### src/rtl/net_run_controller.sv
// net_run_controller: sequences RESET, WARMUP, MEASURE and COOLDOWN phases of an
// emulation run and counts packets injected/ejected inside the measurement window.
`default_nettype none

module net_run_controller #(
    parameter int PORTS           = 8,
    parameter int RESET_CYCLES    = 10,
    parameter int WARMUP_CYCLES   = 1000,
    parameter int MEASURE_CYCLES  = 10000,
    parameter int COOLDOWN_CYCLES = 2000,
    parameter int CNT_W           = 32
) (
    input  logic             clk,
    input  logic             rst,
    input  logic             start,
    input  logic             abort,
    input  logic [PORTS-1:0] inj_valid,
    input  logic [PORTS-1:0] ej_valid,
    output logic             net_rst,
    output logic             source_on,
    output logic             measure,
    output logic             busy,
    output logic             done,
    output logic [2:0]       phase,
    output logic [CNT_W-1:0] inj_count,
    output logic [CNT_W-1:0] ej_count
);

    localparam int MAX_RW  = (RESET_CYCLES > WARMUP_CYCLES) ? RESET_CYCLES : WARMUP_CYCLES;
    localparam int MAX_MC  = (MEASURE_CYCLES > COOLDOWN_CYCLES) ? MEASURE_CYCLES : COOLDOWN_CYCLES;
    localparam int MAX_CYC = (MAX_RW > MAX_MC) ? MAX_RW : MAX_MC;
    localparam int TW      = (MAX_CYC > 1) ? $clog2(MAX_CYC) : 1;

    localparam logic [TW-1:0] LD_RESET    = TW'(RESET_CYCLES - 1);
    localparam logic [TW-1:0] LD_WARMUP   = TW'(WARMUP_CYCLES - 1);
    localparam logic [TW-1:0] LD_MEASURE  = TW'(MEASURE_CYCLES - 1);
    localparam logic [TW-1:0] LD_COOLDOWN = TW'(COOLDOWN_CYCLES - 1);

    typedef enum logic [2:0] {
        ST_IDLE     = 3'd0,
        ST_RESET    = 3'd1,
        ST_WARMUP   = 3'd2,
        ST_MEASURE  = 3'd3,
        ST_COOLDOWN = 3'd4,
        ST_DONE     = 3'd5
    } state_t;

    state_t           state_q, state_d;
    logic [TW-1:0]    tmr_q, tmr_d;
    logic [CNT_W-1:0] inj_count_q, inj_count_d;
    logic [CNT_W-1:0] ej_count_q, ej_count_d;
    logic             net_rst_q, net_rst_d;
    logic             source_on_q, source_on_d;
    logic             measure_q, measure_d;
    logic             busy_q, busy_d;
    logic             done_q, done_d;
    logic             abort_hit;
    logic             launch;

    function automatic logic [CNT_W:0] popcount(input logic [PORTS-1:0] v);
        logic [CNT_W:0] pc;
        pc = '0;
        for (int i = 0; i < PORTS; i++) begin
            pc = pc + {{CNT_W{1'b0}}, v[i]};
        end
        return pc;
    endfunction

    function automatic logic [CNT_W-1:0] sat_add(input logic [CNT_W-1:0] a,
                                                 input logic [CNT_W:0]   b);
        logic [CNT_W:0] sum;
        sum = {1'b0, a} + b;
        return sum[CNT_W] ? {CNT_W{1'b1}} : sum[CNT_W-1:0];
    endfunction

    always_comb begin
        state_d     = state_q;
        tmr_d       = tmr_q;
        inj_count_d = inj_count_q;
        ej_count_d  = ej_count_q;

        abort_hit = abort && (state_q != ST_IDLE);
        launch    = start && !abort_hit && ((state_q == ST_IDLE) || (state_q == ST_DONE));

        case (state_q)
            ST_IDLE, ST_DONE: begin
                if (start) begin
                    state_d = ST_RESET;
                    tmr_d   = LD_RESET;
                end
            end
            ST_RESET: begin
                if (tmr_q == '0) begin
                    state_d = ST_WARMUP;
                    tmr_d   = LD_WARMUP;
                end else begin
                    tmr_d = tmr_q - TW'(1);
                end
            end
            ST_WARMUP: begin
                if (tmr_q == '0) begin
                    state_d = ST_MEASURE;
                    tmr_d   = LD_MEASURE;
                end else begin
                    tmr_d = tmr_q - TW'(1);
                end
            end
            ST_MEASURE: begin
                if (tmr_q == '0) begin
                    state_d = ST_COOLDOWN;
                    tmr_d   = LD_COOLDOWN;
                end else begin
                    tmr_d = tmr_q - TW'(1);
                end
            end
            ST_COOLDOWN: begin
                if (tmr_q == '0) begin
                    state_d = ST_DONE;
                    tmr_d   = '0;
                end else begin
                    tmr_d = tmr_q - TW'(1);
                end
            end
            default: state_d = ST_IDLE;
        endcase

        if (abort_hit) begin
            state_d = ST_IDLE;
            tmr_d   = '0;
        end

        // Counting follows the current state even on the aborting edge.
        if (launch) begin
            inj_count_d = '0;
            ej_count_d  = '0;
        end else begin
            if (state_q == ST_MEASURE) begin
                inj_count_d = sat_add(inj_count_q, popcount(inj_valid));
            end
            if ((state_q == ST_MEASURE) || (state_q == ST_COOLDOWN)) begin
                ej_count_d = sat_add(ej_count_q, popcount(ej_valid));
            end
        end

        // Outputs are decoded from the next state so the registers track the state register.
        net_rst_d   = (state_d == ST_IDLE) || (state_d == ST_RESET);
        source_on_d = (state_d == ST_WARMUP) || (state_d == ST_MEASURE);
        measure_d   = (state_d == ST_MEASURE) || (state_d == ST_COOLDOWN);
        busy_d      = (state_d == ST_RESET) || (state_d == ST_WARMUP) ||
                      (state_d == ST_MEASURE) || (state_d == ST_COOLDOWN);
        done_d      = (state_d == ST_DONE);
    end

    always_ff @(posedge clk) begin
        if (rst) begin
            state_q     <= ST_IDLE;
            tmr_q       <= '0;
            inj_count_q <= '0;
            ej_count_q  <= '0;
            net_rst_q   <= 1'b1;
            source_on_q <= 1'b0;
            measure_q   <= 1'b0;
            busy_q      <= 1'b0;
            done_q      <= 1'b0;
        end else begin
            state_q     <= state_d;
            tmr_q       <= tmr_d;
            inj_count_q <= inj_count_d;
            ej_count_q  <= ej_count_d;
            net_rst_q   <= net_rst_d;
            source_on_q <= source_on_d;
            measure_q   <= measure_d;
            busy_q      <= busy_d;
            done_q      <= done_d;
        end
    end

    assign net_rst   = net_rst_q;
    assign source_on = source_on_q;
    assign measure   = measure_q;
    assign busy      = busy_q;
    assign done      = done_q;
    assign phase     = state_q;
    assign inj_count = inj_count_q;
    assign ej_count  = ej_count_q;

endmodule

`default_nettype wire

### config.mk
export PLATFORM = sky130hd
export DESIGN_NAME = net_run_controller
export DESIGN_NICKNAME = d
export VERILOG_FILES = /design/src/rtl/net_run_controller.sv
export SDC_FILE = /design/constraint.sdc
export NUM_CORES = 1
export LEC_CHECK = 0
export ABC_CLOCK_PERIOD_IN_PS = 4900
export CAP_MARGIN = 10
export CORE_MARGIN = 2
export CORE_UTILIZATION = 35
export DETAILED_ROUTE_END_ITERATION = 10
export SETUP_SLACK_MARGIN = 0.1
export SYNTH_ARGS = -nofsm -noshare
export SYNTH_HDL_FRONTEND = slang
export SYNTH_SLANG_ARGS = --single-unit
### constraint.sdc
create_clock -name clk -period 4.9 [get_ports clk]
set_input_delay 0.735 -clock clk [delete_from_list [all_inputs] [get_ports clk]]
set_output_delay 0.735 -clock clk [all_outputs]
set_load 0.01 [all_outputs]
==> run metrics, run 1 <==
first-pass GRT wire length approximately 24 mm; Crit path buffers/inverters 3; final hold vios 0; area of the mapped netlist ~5300 µm²; Startpoint Class input port; Tmin final roughly 4.4 ns; CTS tree built; status finished clean; Seq pwr share between 40 and 50%; sequential area share after synthesis between 30% and 40%; average size of a mapped cell around 8.7 µm²; Clock Path Buffers 2; Fin Setup TNS 0 ns; largest cells by area after synthesis dfxtp_1 (33%), a21oi_1 (6.4%), xor2_1 (4.0%); Max stage delay on crit path approximately 0.55 ns; TritonCTS Sinks between 80 and 90; Pint roughly 1.3 mW; Max VDD drop 0.000163 V; Synth async-reset ratio 0%; Post-synth EDFFs 0; antenna viol nets, final 0; cell row count between 40 and 50; register bit total from synthesis 86; Reg2Reg Setup Slack between 1.5 and 2 ns; WS Path Type in -> reg; Clk pwr share a little under two fifths; crit path to inj_count[28]; largest net degree at the start of global routing 53; Routability Congestion 0.854; diodes inserted 0; CP startpoint inj_valid[0]; path length in cells of the critical path 12; DR WL/cell about 17 µm; CTS resizes 0; cts bufs inserted 9; fillers 1415; CP Data Required Time ~5.1 ns; area taken by multi-input logic gates between 3000 and 4000 µm²; clk slew on worst S/H paths roughly 0.060 ns; switching portion of total power between 20 and 30%; Die Area between 15000 and 20000 µm²; layout cell share with drive strength beyond 1 under 10%; Ys Warns 0; grt ovf 0; dpl hpwl about 10 mm; root buffer cell clkbuf_16; setup bufs post-CTS 0; Critical Path AT roughly 4.6 ns; Crit path max-delay family adder cells; cts hold-fix bufs 0; depth of the most critical reg-to-reg path 10; CTS H-tree depth 3; # port buffers 91; reg-to-reg endpoint inj_count[28]; sw power between 500 and 600 µW; sequential cell area between 1500 and 2000 µm²; drt pass-1 iters 5; final period utilization between 80% and 90%; Critical Path End Type flop; core area 14600 µm²; worst skew pair latency about 0.35 ns; Final Max Slew Viols 0; # IOs 92; die width about 130 µm; worst r2r src inj_count[0]; final WL 14.4 mm; via count approximately 5000; Starting Density between 30 and 40%; Cells after Synth about 600; Area Overhead vs Synth 25.3%; Synth Net Count roughly 650; Die H ~130 µm; # setup viols final 0; slowest CP cell fa_1; setup repair after global routing missed its margin false; vias in the first global route 4704; post-synth cell types slightly below 80; Max FO, Critical Path 6; initial detailed-routing violation count approximately 340; vias per cell ~5.7; CP most frequent cell fa_1; PD cells between 200 and 300 nW/µm²; leak pwr about 2.3 nW; max frequency 228 MHz; Max Cap Viol 0; Worst-Margin Slew 1.06 ns; Fin Clk Skew approximately 0.008 ns; residual DRC count 0; CP Cell Sequence clkdlybuf4s50_1 > fa_1 > inv_1 > fa_1 > fa_1 > fa_1 > inv_1 > fa_1 > nand3_1 > a21o_1 > or4_4 > o311a_1; Comb pwr share between 20% and 30%; Nets approximately 730; predominant post-synthesis flop cell dfxtp_1; Total GRT Usage 18.1%; Hold Path Class reg -> reg; initial antenna violation count 0; largest area contributor in the netlist dfxtp_1; Tot Pwr ~1.8 mW; Synth top area share 32.7%; worst rel slew slack between 20 and 30%
## power groups by stage
stage                     clock network [mW]  logic [mW]  registers (mW)
after CTS                              0.686       0.362           0.750
after global placement                     0       0.353           0.764
after global routing                   0.713       0.407           0.755
after detailed placement                   0       0.360           0.765
after floorplan                            0       0.275           0.754
final                                  0.670       0.363           0.750
## layer usage
metal	global-route usage [%]	vias up	part of all wire, %
met1	25.3	2384	48
met2	28.2	135	46
met5	0	-	0
met3	2.87	19	4.8
met4	6.53	0	1.7
li1	-	2417	-
## worst min path at each step
| stage | from | endpoint | slack (ns) | cells past startpoint |
|---|---|---|---|---|
| after floorplan | tmr_q[9] | tmr_q[9] | 0.46 | 2 |
| after global placement | tmr_q[9] | tmr_q[9] | 0.48 | 2 |
| after detailed placement | tmr_q[9] | tmr_q[9] | 0.49 | 2 |
| after CTS | tmr_q[9] | tmr_q[9] | 0.50 | 2 |
| after global routing | inj_count[30] | inj_count[30] | 0.55 | 2 |
| final | tmr_q[9] | tmr_q[9] | 0.50 | 2 |
## worst register-to-register path, cell delays in order (launching register included)
cell	delay (ns)
dfxtp_1	0.34
inv_1	0.06
fa_1	0.52
fa_1	0.43
fa_1	0.40
inv_1	0.09
fa_1	0.20
nand3_1	0.16
a21o_1	0.26
or4_4	0.46
o311a_1	0.35
## per-stage QoR
stage	hold WS, ns	util (%)	cells	cell area, µm²	worst slack [ns]
4_1_cts	0.500	45.2	871	6600	0.527
5_1_grt	0.547	45.2	871	6600	0.361
3_3_place_gp	0.485	43.3	856	6310	0.237
6_report	0.499	45.2	871	6600	0.520
2_1_floorplan	0.460	-	602	5270	0.632
3_5_place_dp	0.491	43.3	856	6310	0.189
## registers in the layout (all words and copies together), names as in the netlist
register and cells:
busy 1, measure 1, tmr_q 14, phase 3
done 1, source_on 1, net_rst 1, inj_count 32
ej_count 32
## Yosys cell counts, drive strengths merged, types with 7 or more instances
| cell type | number |
|---|---|
| o21ai | 26 |
| xnor2 | 21 |
| nor4 | 13 |
| inv | 29 |
| nand4 | 18 |
| a21oi | 68 |
| o2111ai | 10 |
| fa | 10 |
| and4 | 16 |
| dfxtp | 86 |
| clkbuf | 13 |
| nor2 | 27 |
| a211oi | 7 |
| and3 | 10 |
| nor3 | 24 |
| nand3 | 21 |
| xor2 | 24 |
| ha | 14 |
| buf | 15 |
| nand2 | 33 |
| nand2b | 7 |
## layout by cell type (no fill, tap or decap), drive strengths merged, types with 16 or more instances in the layout
cell type and count:
xor2 24, a21oi 68, dfxtp 86, nor2 27, clkdlybuf4s50 91, xnor2 21, nand4 18, nand2 33
o21ai 26, nand3 21, and4 16, inv 29, nor3 24
## logic make-up (layout without fill, tap and decap cells)
group / after synthesis / after routing / synth area share, %
adder cells (fa/ha/maj): 24 / 24 / 7.13
multiplexers: 2 / 2 / 0.404
flip-flops: 86 / 86 / 32.7
XOR/XNOR: 45 / 45 / 7.49
AO/OA/AOI/OAI: 174 / 174 / 22.6
AND/OR/NAND/NOR: 213 / 213 / 24.8
buffers and inverters: 58 / 143 / 4.90
## layout make-up
cell class / instances / share of cell area [%]
Sequential cell: 86 / 26.1
Timing Repair Buffer: 98 / 14.6
Inverter: 30 / 1.71
Multi-Input combinational cell: 458 / 49.8
Clock inverter: 1 / 0.455
Clock buffer: 14 / 3.85
Tap cell: 184 / 3.49
Note: power is estimated with default switching activity, not from simulation.
==> run 2, diff against run 1 <==
Settings changed: CORE_UTILIZATION 35 to 54, PLACE_DENSITY from default to 0.81.
==> run 2 against run 1 <==
Net effect:
- global-route usage grew 8.3 points
- clock power is 14% lower
- die area shrank 34%
- sequential share of layout area increased by 0.44 points
- register-to-register slack about the same
- critical path type unchanged
- critical path depth increased by 1
==> run metrics, run 2 (synthesis results as in run 1) <==
final hold vios 0 (unchanged); CTS tree built; Starting Density 54.6% (+19 points); Tmin final 4.33 ns (-0.0550 ns); largest net degree at the start of global routing 53 (unchanged); # IOs 92 (unchanged); leak pwr 2.29 nW (-0.87%); antenna viol nets, final 0 (unchanged); Final Max Slew Viols 0 (unchanged); setup bufs post-CTS 0 (unchanged); final WL 13.8 mm (-4.1%); cts hold-fix bufs 0 (unchanged); first-pass GRT wire length 22.6 mm (-5.6%); Worst-Margin Slew 1.05 ns (-0.0148 ns); fillers 849 (-40%); final core occ 67.3% (+22 points); post-place setup slack 0.190 ns (+0.00135 ns); Hold Crit Start tmr_q[8]; dpl hpwl 9.77 mm (-6.8%); Total GRT Usage 26.4% (+8.3 points); Reg2Reg Setup Slack 1.52 ns (about the same); depth of the most critical reg-to-reg path 11 (+1); # port buffers 91 (unchanged); vias per cell 6.24 (+9.7%); commonest non-fill, non-tap cell in the layout clkdlybuf4s50_1; drt pass-1 iters 5 (unchanged); PD cells 260 nW/µm² (-3.8%); residual DRC count 0 (unchanged); initial detailed-routing violation count 344 (+2.1%); Die Area 10600 µm² (-34%); Critical Path End Type flop; Hold Path Class reg -> reg; CP Data Required Time 5.14 ns (about the same); DR WL/cell 16.8 µm (+1.7%); final cell count without fillers 822 (-5.6%); Max Cap Viol 0 (unchanged); Startpoint Class input port; commonest cells after routing, fill and taps aside clkdlybuf4s50_1 (91), dfxtp_1 (86), a21oi_1 (67); layout cell share with drive strength beyond 1 8.27% (+0.85 points); Critical Path AT 4.57 ns (-0.04 ns); Die H 103 µm (-19%); core area 9640 µm² (-34%); reg-to-reg endpoint inj_count[30]; Max VDD drop 0.000140 V (-14%); root buffer cell clkbuf_8; status finished clean; max frequency 231 MHz (+1.3%); vias in the first global route 4686 (-0.38%); Fin Setup TNS 0 ns (unchanged); grt ovf 0 (unchanged); Max FO, Critical Path 6 (unchanged); Worst Hold Depth 2 (unchanged); area taken by multi-input logic gates 3290 µm² (unchanged); placed cells 806 (-5.8%); setup repair after global routing missed its margin false; Nets 728 (+0.14%); Fin Clk Skew 0.0125 ns (+0.00451 ns); TritonCTS Sinks 86 (unchanged); via count 5131 (+3.6%); worst skew pair latency 0.37 ns (+0.02 ns); Tot Pwr 1.69 mW (-5.4%); diodes inserted 0 (unchanged); clk slew on worst S/H paths 0.08 ns (+0.02 ns); WS Path Type in -> reg; Area Overhead vs Synth 23.2%; Routability Congestion 0.917 (+7.5%); # setup viols final 0 (unchanged); Clock Path Buffers 2 (unchanged); CTS H-tree depth 3 (unchanged); worst r2r src inj_count[0]; Hold EP tmr_q[8]; post-route setup slack 0.575 ns (+0.0550 ns); final period utilization 88.3% (-1.1 points); cell row count 36 (-18%); initial antenna violation count 0 (unchanged); cts bufs inserted 9 (unchanged); worst rel slew slack 30.1% (+0.99 points); die width 103 µm (-19%); sequential cell area 1720 µm² (unchanged); CTS resizes 0 (unchanged)
run 2: per-layer routing:
layer | GRT usage (%) | up-vias | routed length (µm) | part of all wire (%)
met5 | 0 | - | 0 | 0
met4 | 10.0 | 0 | 263 | 1.9
met3 | 5.56 | 29 | 1090 | 7.9
met2 | 41.1 | 236 | 6590 | 48
met1 | 36.2 | 2446 | 5890 | 43
li1 | - | 2420 | - | -
run 2: final cells by class:
| cell class | count | area share, % |
|---|---|---|
| Multi-Input combinational cell | 458 | 50.6 |
| Sequential cell | 86 | 26.5 |
| Timing Repair Buffer | 99 | 15.0 |
| Tap cell | 133 | 2.56 |
| Clock buffer | 10 | 2.12 |
| Inverter | 30 | 1.74 |
| Clock inverter | 6 | 1.45 |
run 2: where the power goes:
part | leakage, nW | internal [mW] | switching [mW]
registers | 0.694 | 0.717 | 0.0258
logic | 1.48 | 0.147 | 0.223
clock network | 0.113 | 0.305 | 0.270
run 2: worst max path at each step:
| stage | startpoint | endpoint | slack [ns] | cells after the start |
|---|---|---|---|---|
| finish | inj_valid[0] | inj_count[30] | 0.57 | 13 |
| global route | ej_valid[0] | ej_count[30] | 0.35 | 14 |
| CTS | inj_valid[0] | inj_count[28] | 0.57 | 12 |
| detailed placement | inj_valid[0] | inj_count[28] | 0.19 | 12 |
| global placement | inj_valid[0] | inj_count[28] | 0.27 | 12 |
| floorplan | ej_valid[0] | ej_count[2] | 0.63 | 13 |
run 2: critical path, cell delays in order:
cell and delay (ns):
clkdlybuf4s50_1 0.43, fa_1 0.55, inv_1 0.05, fa_1 0.49, fa_1 0.43, fa_1 0.41
inv_1 0.08, fa_1 0.20, nand3_1 0.15, a21o_1 0.25, or4_4 0.45, o41ai_1 0.26
a21oi_1 0.08
run 2: metrics by stage:
step	hold slack [ns]	area, µm²
2_1_floorplan	0.460	5270
3_3_place_gp	0.482	6260
3_5_place_dp	0.508	6260
4_1_cts	0.519	6490
5_1_grt	0.552	6490
6_report	0.514	6490
==> run 3, diff against run 2 <==
Settings changed: CELL_PAD_IN_SITES_DETAIL_PLACEMENT from default to 0, CELL_PAD_IN_SITES_GLOBAL_PLACEMENT from default to 1, CORE_UTILIZATION 54 to 40, PLACE_DENSITY 0.81 to default, PLACE_DENSITY_LB_ADDON from default to 0.1.
==> run 3 against run 2 <==
Net effect:
- clock skew is 0.0044 ns lower
- maximum frequency down 0.64%
- wire length up 3.7%
- critical path depth down 1
- utilization down 15 points
- highest routed layer unchanged
==> run metrics, run 3 (synthesis results as in run 1) <==
DR WL/cell 16.7 µm (-1.0%); die width 119 µm (+16%); vias per cell 5.72 (-8.3%); Metal-1 WL 6.92 mm (+18%); commonest cells after routing, fill and taps aside clkdlybuf4s50_1 (91), dfxtp_1 (86), a21oi_1 (67); grt ovf 0 (unchanged); diodes inserted 0 (unchanged); CTS resizes 0 (unchanged); commonest non-fill, non-tap cell in the layout clkdlybuf4s50_1; residual DRC count 0 (unchanged); CP Data Required Time 5.14 ns (about the same); leak pwr 2.34 nW (+2.0%); CTS H-tree depth 3 (unchanged); status finished clean; dpl hpwl 10.4 mm (+6.3%); # port buffers 91 (unchanged); antenna viol nets, final 0 (unchanged); depth of the most critical reg-to-reg path 10 (-1); Critical Path AT 4.59 ns (+0.02 ns); Critical Path End Type flop; root buffer cell clkbuf_16; Die Area 14100 µm² (+34%); TritonCTS Sinks 86 (unchanged); cts bufs inserted 9 (unchanged); Max Cap Viol 0 (unchanged); # IOs 92 (unchanged); cell row count 41 (+14%); first-pass GRT wire length 24.0 mm (+6.4%); Nets 728 (unchanged); setup bufs post-CTS 0 (unchanged); Worst Hold Depth 2 (unchanged); PD cells 280 nW/µm² (+7.7%); Startpoint Class input port; worst r2r src inj_count[0]; worst skew pair latency 0.35 ns (-0.02 ns); cts hold-fix bufs 0 (unchanged); met3 wire len 460 µm (-58%); Max FO, Critical Path 6 (unchanged); Die H 119 µm (+16%); Hold Path Class reg -> reg; drt pass-1 iters 4 (-1); vias in the first global route 4705 (+0.41%); Routability Congestion 0.843 (-8.1%); CP startpoint inj_valid[0]; layout cell share with drive strength beyond 1 7.98% (-0.29 points); post-place setup slack 0.171 ns (-0.0189 ns); slowest CP cell fa_1; Tmin final 4.35 ns (+0.0279 ns); setup repair after global routing missed its margin false; Starting Density 41.4% (-13 points); final core occ 52.1% (-15 points); via count 4929 (-3.9%); Worst-Margin Slew 1.09 ns (+0.0375 ns); Fin Setup TNS 0 ns (unchanged); CP Cell Sequence clkdlybuf4s50_1 > fa_1 > inv_1 > fa_1 > fa_1 > fa_1 > inv_1 > fa_1 > nand3_1 > a21o_1 > or4_4 > o311a_1; Fin Clk Skew 0.00807 ns (-0.00440 ns); clk slew on worst S/H paths 0.06 ns (-0.02 ns); Area Overhead vs Synth 25.8%; WS Path Type in -> reg; max frequency 230 MHz (-0.64%); Hold Crit Start tmr_q[9]; worst rel slew slack 27.6% (-2.5 points); core area 12700 µm² (+32%); # setup viols final 0 (unchanged); final hold vios 0 (unchanged); Clock Path Buffers 2 (unchanged); Final Max Slew Viols 0 (unchanged); final period utilization 88.8% (+0.57 points); met2 WL 6.68 mm (+1.4%); Max VDD drop 0.000201 V (+44%); largest net degree at the start of global routing 53 (unchanged); initial detailed-routing violation count 350 (+1.7%); initial antenna violation count 0 (unchanged); worst hold slack 0.497 ns (-0.0175 ns); Total GRT Usage 20.8% (-5.6 points); post-route setup slack 0.547 ns (-0.0279 ns); CTS tree built; Max stage delay on crit path 0.54 ns (about the same); final WL 14.3 mm (+3.7%); max layer used met4; CP most frequent cell fa_1
## run 3: where the power goes
part | total (mW) | switching (mW) | leakage (nW) | internal, mW
clock network | 0.741 | 0.282 | 0.157 | 0.459
registers | 0.748 | 0.0296 | 0.694 | 0.718
logic | 0.367 | 0.221 | 1.49 | 0.146
## run 3: cell type report
type	count	area [µm²]
sequential	86	1720
timing repair buffer	99	971
clock buffer	12	246
clock inverter	4	70.1
inverter	30	113
tap	172	215
fill	1242	6100
multi-input combinational	458	3290
## run 3: stage by stage
step	cells	area (µm²)	power [mW]
2_1_floorplan	602	5270	1.03
3_3_place_gp	845	6310	1.12
3_5_place_dp	845	6310	1.12
4_1_cts	861	6620	1.87
5_1_grt	861	6620	1.95
6_report	861	6620	1.86
## run 3: critical path: cells and delay by family
family | cells | cell delay (ns)
adder cells (fa/ha/maj) | 5 | 2.08
AO/OA/AOI/OAI | 2 | 0.61
AND/OR/NAND/NOR | 2 | 0.62
buffers and inverters | 3 | 0.56
## run 3: worst paths after layout
path	endpoint	slack (ns)
worst max-delay path	inj_count[26]	0.55
worst min-delay path	tmr_q[9]	0.50
worst max register to register	inj_count[26]	1.50
worst min register to register	tmr_q[9]	0.50
## run 3: per-layer routing
layer | track usage, % | vias to the layer above
met5 | 0 | -
met4 | 7.89 | 0
met3 | 3.04 | 16
met2 | 33.7 | 98
met1 | 27.9 | 2379
li1 | - | 2436
